--- src/rtl/serialmul_sched.sv ---
// serialmul_sched
//
// Control block for a bit-serial 8x8 multiplier. Two requesters compete
// for a single datapath through a round-robin arbiter. An accepted operand
// pair is latched onto dp_a/dp_b. A three-deep strobe chain then frames the
// P/S converter, the multiplier array and the S/P converter. The product on
// dp_q is captured RES_LAT cycles after the first strobe and is offered on
// the result port until it is taken.
//
// Handshakes: a transfer happens on a rising edge where valid and ready are
// both high. A requester keeps valid and its data stable until it sees
// ready. in0_ready/in1_ready depend combinationally on the valids, but only
// in IDLE. res_valid is held with res_q/res_id stable until res_ready.
//
// Ports
//   clk, rst                 clock, synchronous active-high reset
//   in0_* / in1_*            operand handshakes (valid, ready, a, b)
//   dp_a, dp_b               operands driven to the datapath
//   dp_sync0/1/2             one-cycle frame strobes, one cycle apart
//   dp_q                     product returned by the datapath
//   res_valid/res_ready      result handshake
//   res_q, res_id            captured product and the requester it belongs to
//   busy                     high whenever the FSM is not in IDLE
//   dbg_state                current FSM state (IDLE=0 ISSUE=1 RUN=2 DONE=3)
module serialmul_sched #(
    parameter int FRAME   = 16,
    parameter int RES_LAT = 18
) (
    input  logic        clk,
    input  logic        rst,
    input  logic        in0_valid,
    output logic        in0_ready,
    input  logic [7:0]  in0_a,
    input  logic [7:0]  in0_b,
    input  logic        in1_valid,
    output logic        in1_ready,
    input  logic [7:0]  in1_a,
    input  logic [7:0]  in1_b,
    output logic [7:0]  dp_a,
    output logic [7:0]  dp_b,
    output logic        dp_sync0,
    output logic        dp_sync1,
    output logic        dp_sync2,
    input  logic [15:0] dp_q,
    output logic        res_valid,
    input  logic        res_ready,
    output logic [15:0] res_q,
    output logic        res_id,
    output logic        busy,
    output logic [1:0]  dbg_state
);

    // Wide enough that the count cannot wrap during one operation.
    localparam int CW = $clog2(FRAME + RES_LAT) + 1;

    typedef enum logic [1:0] {
        IDLE  = 2'd0,
        ISSUE = 2'd1,
        RUN   = 2'd2,
        DONE  = 2'd3
    } state_t;

    state_t          state_q, state_d;
    logic            ptr_q, ptr_d;        // requester that wins a tie
    logic [CW-1:0]   cnt_q, cnt_d;        // cycles since ISSUE (0 in ISSUE)
    logic [7:0]      a_q, a_d;
    logic [7:0]      b_q, b_d;
    logic            id_q, id_d;
    logic [15:0]     res_data_q, res_data_d;
    logic            sync0_q, sync0_d;
    logic            sync1_q, sync1_d;
    logic            sync2_q, sync2_d;

    logic            grant0, grant1;

    // Round-robin grant: a sole requester always wins; on a tie the pointer
    // decides. Nothing is granted outside IDLE.
    always_comb begin
        grant0 = (state_q == IDLE) && in0_valid && (!in1_valid || !ptr_q);
        grant1 = (state_q == IDLE) && in1_valid && (!in0_valid ||  ptr_q);
    end

    always_comb begin
        state_d    = state_q;
        ptr_d      = ptr_q;
        cnt_d      = cnt_q;
        a_d        = a_q;
        b_d        = b_q;
        id_d       = id_q;
        res_data_d = res_data_q;
        sync0_d    = 1'b0;
        // The later strobes are delayed copies of sync0.
        sync1_d    = sync0_q;
        sync2_d    = sync1_q;

        case (state_q)
            IDLE: begin
                if (grant0 || grant1) begin
                    a_d     = grant1 ? in1_a : in0_a;
                    b_d     = grant1 ? in1_b : in0_b;
                    id_d    = grant1;
                    ptr_d   = !grant1;
                    cnt_d   = '0;
                    sync0_d = 1'b1;
                    state_d = ISSUE;
                end
            end
            ISSUE: begin
                cnt_d   = cnt_q + CW'(1);
                state_d = RUN;
            end
            RUN: begin
                // cnt_q == RES_LAT in the cycle whose closing edge is the
                // first one at which the S/P converter holds the product.
                if (cnt_q == CW'(RES_LAT)) begin
                    res_data_d = dp_q;
                    state_d    = DONE;
                end else begin
                    cnt_d = cnt_q + CW'(1);
                end
            end
            DONE: begin
                if (res_ready) begin
                    state_d = IDLE;
                end
            end
            default: state_d = IDLE;
        endcase
    end

    always_ff @(posedge clk) begin
        if (rst) begin
            state_q    <= IDLE;
            ptr_q      <= 1'b0;
            cnt_q      <= '0;
            a_q        <= '0;
            b_q        <= '0;
            id_q       <= 1'b0;
            res_data_q <= '0;
            sync0_q    <= 1'b0;
            sync1_q    <= 1'b0;
            sync2_q    <= 1'b0;
        end else begin
            state_q    <= state_d;
            ptr_q      <= ptr_d;
            cnt_q      <= cnt_d;
            a_q        <= a_d;
            b_q        <= b_d;
            id_q       <= id_d;
            res_data_q <= res_data_d;
            sync0_q    <= sync0_d;
            sync1_q    <= sync1_d;
            sync2_q    <= sync2_d;
        end
    end

    assign in0_ready = grant0;
    assign in1_ready = grant1;
    assign dp_a      = a_q;
    assign dp_b      = b_q;
    assign dp_sync0  = sync0_q;
    assign dp_sync1  = sync1_q;
    assign dp_sync2  = sync2_q;
    assign res_valid = (state_q == DONE);
    assign res_q     = res_data_q;
    assign res_id    = id_q;
    assign busy      = (state_q != IDLE);
    assign dbg_state = state_q;

endmodule

--- config.mk ---
export PLATFORM = sky130hd
export DESIGN_NAME = serialmul_sched
export DESIGN_NICKNAME = d
export VERILOG_FILES = /design/src/rtl/serialmul_sched.sv
export SDC_FILE = /design/constraint.sdc
export NUM_CORES = 1
export LEC_CHECK = 0
export BUFFER_PORTS_ARGS = -buffer_cell sky130_fd_sc_hd__buf_2
export CAP_MARGIN = 5
export CELL_PAD_IN_SITES_DETAIL_PLACEMENT = 0
export CELL_PAD_IN_SITES_GLOBAL_PLACEMENT = 1
export CORE_MARGIN = 2
export CORE_UTILIZATION = 32
export DETAILED_ROUTE_END_ITERATION = 6
export PLACE_DENSITY = 0.8
export SLEW_MARGIN = 20
export SYNTH_ARGS = -nofsm -noshare
export SYNTH_HDL_FRONTEND = slang
export SYNTH_SLANG_ARGS = --single-unit
--- constraint.sdc ---
create_clock -name clk -period 1.7 [get_ports clk]
set_input_delay 0.085 -clock clk [delete_from_list [all_inputs] [get_ports clk]]
set_output_delay 0.085 -clock clk [all_outputs]
set_load 0.005 [all_outputs]
==> impl_metrics.toml <==
[status]
result_of_the_run = "complete, no violations"

[worst_setup_path]
timing.reg2reg.setup_slack_ns = 0.09
critical_r2r_launch = "dbg_state[0]"
crit_path_max_fanout = 7
worst-endpoint-arrival_ns = 1.54
worst_r2r_path_depth = 7
timing.setup.critical_path_class = "register to output port"
sort_of_element_at_the_start_of_the_critical_path = "register"
critPathRequiredTime_ns = 1.62
cp_slowest_cell = "dfxtp_2"
critical_path.top_delay_family = "buffers and inverters"
r2r_end = "dbg_state[1]"
crit_path_end_kind = "output port"
worstPathCellList = "inv_2 > ha_2 > buf_4 > nand2_2 > a21oi_4 > buf_12 > buf_2"
max_stage_delay_ns = 0.33
critPathBufInv = 4

[route]
routed_len_inst_um = 12.4
drt-initial-drc-count = 138
drc_errors = 0
total_wirelength_of_the_detailed_routed_design_mm = 4.98
drt.antenna.violating_nets = 0
avgViaCountPerCell = 4.76
detail_route.first_pass.iterations = 4
route.vias.total = 1917

[place]
place_inst = 393
final_wtd_congestion = 0.769
io_buffers = 94
place_hpwl_mm = 3.52

[timing]
rsz0062_at_grt = "false"
fin_skew_ns = 0.00746
timing.fmax_ghz = 0.615
slew_violations = 0
timing.setup.tns_ns = 0
relSlewSlack_pct = 77.9
period_minus_slack_ns = 1.63
fin_crit_sh_pct = 95.6
setup_viol_count_final = 0
worst-slew-pin-transition_ns = 0.332
timing_hold_violations_final = 0

[clock_network]
cts-buffers-inserted = 5
clkSlewWorstSetupHoldPaths_ns = 0.09
worst_skew_pair_later_pin_latency_ns = 0.30
cts_htree_levels = 2
tritoncts_clock_tree = "built"
clock_tree.root_cell = "clkbuf_8"
numClockSinks = 46
cts.hold.buffers_added = 0
cts-root-to-sink-buffers = 2

[logic_synthesis]
synth-warning-count = 0
synth_flop_cell = "dfxtp_1"
syn_avg_cell_area_um2 = 8.87
synth_enable_flop_cells = 0
synthCells = 223
synth.cell_area_mm2 = 0.00198
postSynthRegisterBits = 46
synth_async_sr_flop_share_pct = 0
sequential_cell_area_fraction_in_the_yosys_report_pct = 46.6
syn_nets = 283
yosys-top-cells-area = "dfxtp_1 47%, nand2_1 6.8%, a21oi_1 5.8%"
synth_top_area_cell = "dfxtp_1"
ys_types = 35
synth.top_cell.area_share_pct = 46.6

[cells_and_area]
final_cell_count_no_fill = 403
antenna-diode-count = 0
most_used_cells_in_the_layout_excluding_fill_and_tap_cells = "94 x buf_2, 44 x dfxtp_1, 35 x nand2_1, 23 x a21oi_1, 21 x nor2_1"
drive_gt1_share_pct = 39.6
nNetsFinal = 387
syn_to_final_growth_pct = 39.1
layout_commonest_cell = "buf_2"

[floorplanning]
start_util_pct = 33.2
placeableCoreArea_mm2 = 0.00596
die_height_um = 82.6
std_cell_rows = 28
dieArea_mm2 = 0.00682
io_pins = 95
chipWidth_um = 82.6

[min_path]
hold_start = "dp_q[2]"
worst_hold_path.num_cells = 3
worst_hold_path.endpoint = "res_q[2]"
hold_path_class = "input pin to register"

[grt]
grt_first_pass_wirelength_mm = 7.82
groute.usage.overall_pct = 14.8
globalRoute.totalOverflow = 0
antenna_found_initial = 0
grt_pass1_vias = 1675
pin_count_of_the_biggest_net_entering_global_routing = 24

[run]
drv.max_cap_violation_count = 0

[power]
power.leakage_nw = 1.23
power_per_cell_area_mw_per_mm2 = 1190
vdd_drop_max_mv = 0.623
-- cells in the mapped netlist (all sizes together), types with 2 or more instances --
master,instances
nand2b,2
ha,7
o31ai,3
mux2i,7
a31oi,3
a21oi,24
dfxtp,46
clkbuf,11
a211oi,7
nand3,7
nor3b,2
nand4,3
nor2b,3
nor3,2
buf,4
a222oi,10
o21ai,7
inv,6
nor2,21
nand4b,2
nor4b,2
nand2,36
-- flip-flops by register name, indices dropped and copies added, names as in the netlist --
register   cells
dp_a           8
res_id         1
dp_sync2       1
dp_sync1       1
dp_b           8
dp_sync0       1
res_q         16
ptr_q          1
cnt_q          7
dbg_state      2
-- repair_timing --
item | 4_1_cts | 5_1_grt
buffers inserted | 0 | 1
resized for setup | 0 | 8
endpoints found under the hold margin | 0 | 0
endpoints found under the setup margin | 0 | 31
-- area by class of cell --
class	instances	area (µm²)
clock buffers	6	82.6
clock inverters	2	12.5
fillers	610	3210
inverters	6	22.5
multi-input cells	156	966
flip-flops and latches	46	923
well taps	75	93.8
repair buffers	112	648
-- worst max-delay path by stage --
stage | slack (ns) | endpoint | cells after the start | startpoint
floorplan | 0.11 | cnt_q[3] | 6 | dbg_state[0]
global placement | 0.08 | res_q[9] | 5 | cnt_q[2]
detailed placement | 0.08 | res_q[3] | 6 | dbg_state[1]
CTS | 0.04 | in1_ready | 7 | dbg_state[0]
global route | 0.01 | dbg_state[1] | 7 | dbg_state[0]
finish | 0.07 | in1_ready | 7 | dbg_state[0]
-- logic make-up (layout without fill, tap and decap cells) --
kind of cell / count (synthesis) / after routing / synth area share, %
compound gates: 58 / 58 / 19.8
fa+ha+maj: 7 / 7 / 4.43
buf+inv: 21 / 126 / 5.00
flops: 46 / 46 / 46.6
mux: 7 / 7 / 3.54
simple gates: 84 / 84 / 20.6
-- power by group --
group	total [mW]	switching (mW)	leakage, nW	internal [mW]
sequential	1.34	0.0893	0.376	1.25
clock	0.694	0.367	0.0472	0.327
combinational	1.24	0.629	0.808	0.612
-- per-stage QoR --
step	hold slack, ns	area (µm²)	utilization, %	power, mW	setup slack, ns
floorplan	0.221	1980	-	2.02	0.113
global placement	0.325	2610	43.8	2.53	0.0781
detailed placement	0.330	2610	43.8	2.54	0.0751
CTS	0.0000348	2710	45.4	3.25	0.0424
global route	0.00173	2750	46.2	3.50	0.0121
finish	0.0104	2750	46.2	3.27	0.0740
-- per-layer routing --
layer / share of wire [%] / global-route usage [%] / vias to the layer above
li1: - / - / 1005
met1: 48 / 20.5 / 868
met2: 48 / 23.0 / 39
met3: 3.4 / 2.61 / 5
met4: 1.2 / 5.41 / 0
met5: 0 / 0 / -
-- worst reg2reg max path: cells and delay by family (launching register included) --
family,cells,cell delay (ns)
fa+ha+maj,1,0.19
buf+inv,2,0.23
flops,1,0.33
simple gates,1,0.36
compound gates,2,0.27
mux,1,0.18
Power figures use the tool's default switching activity.
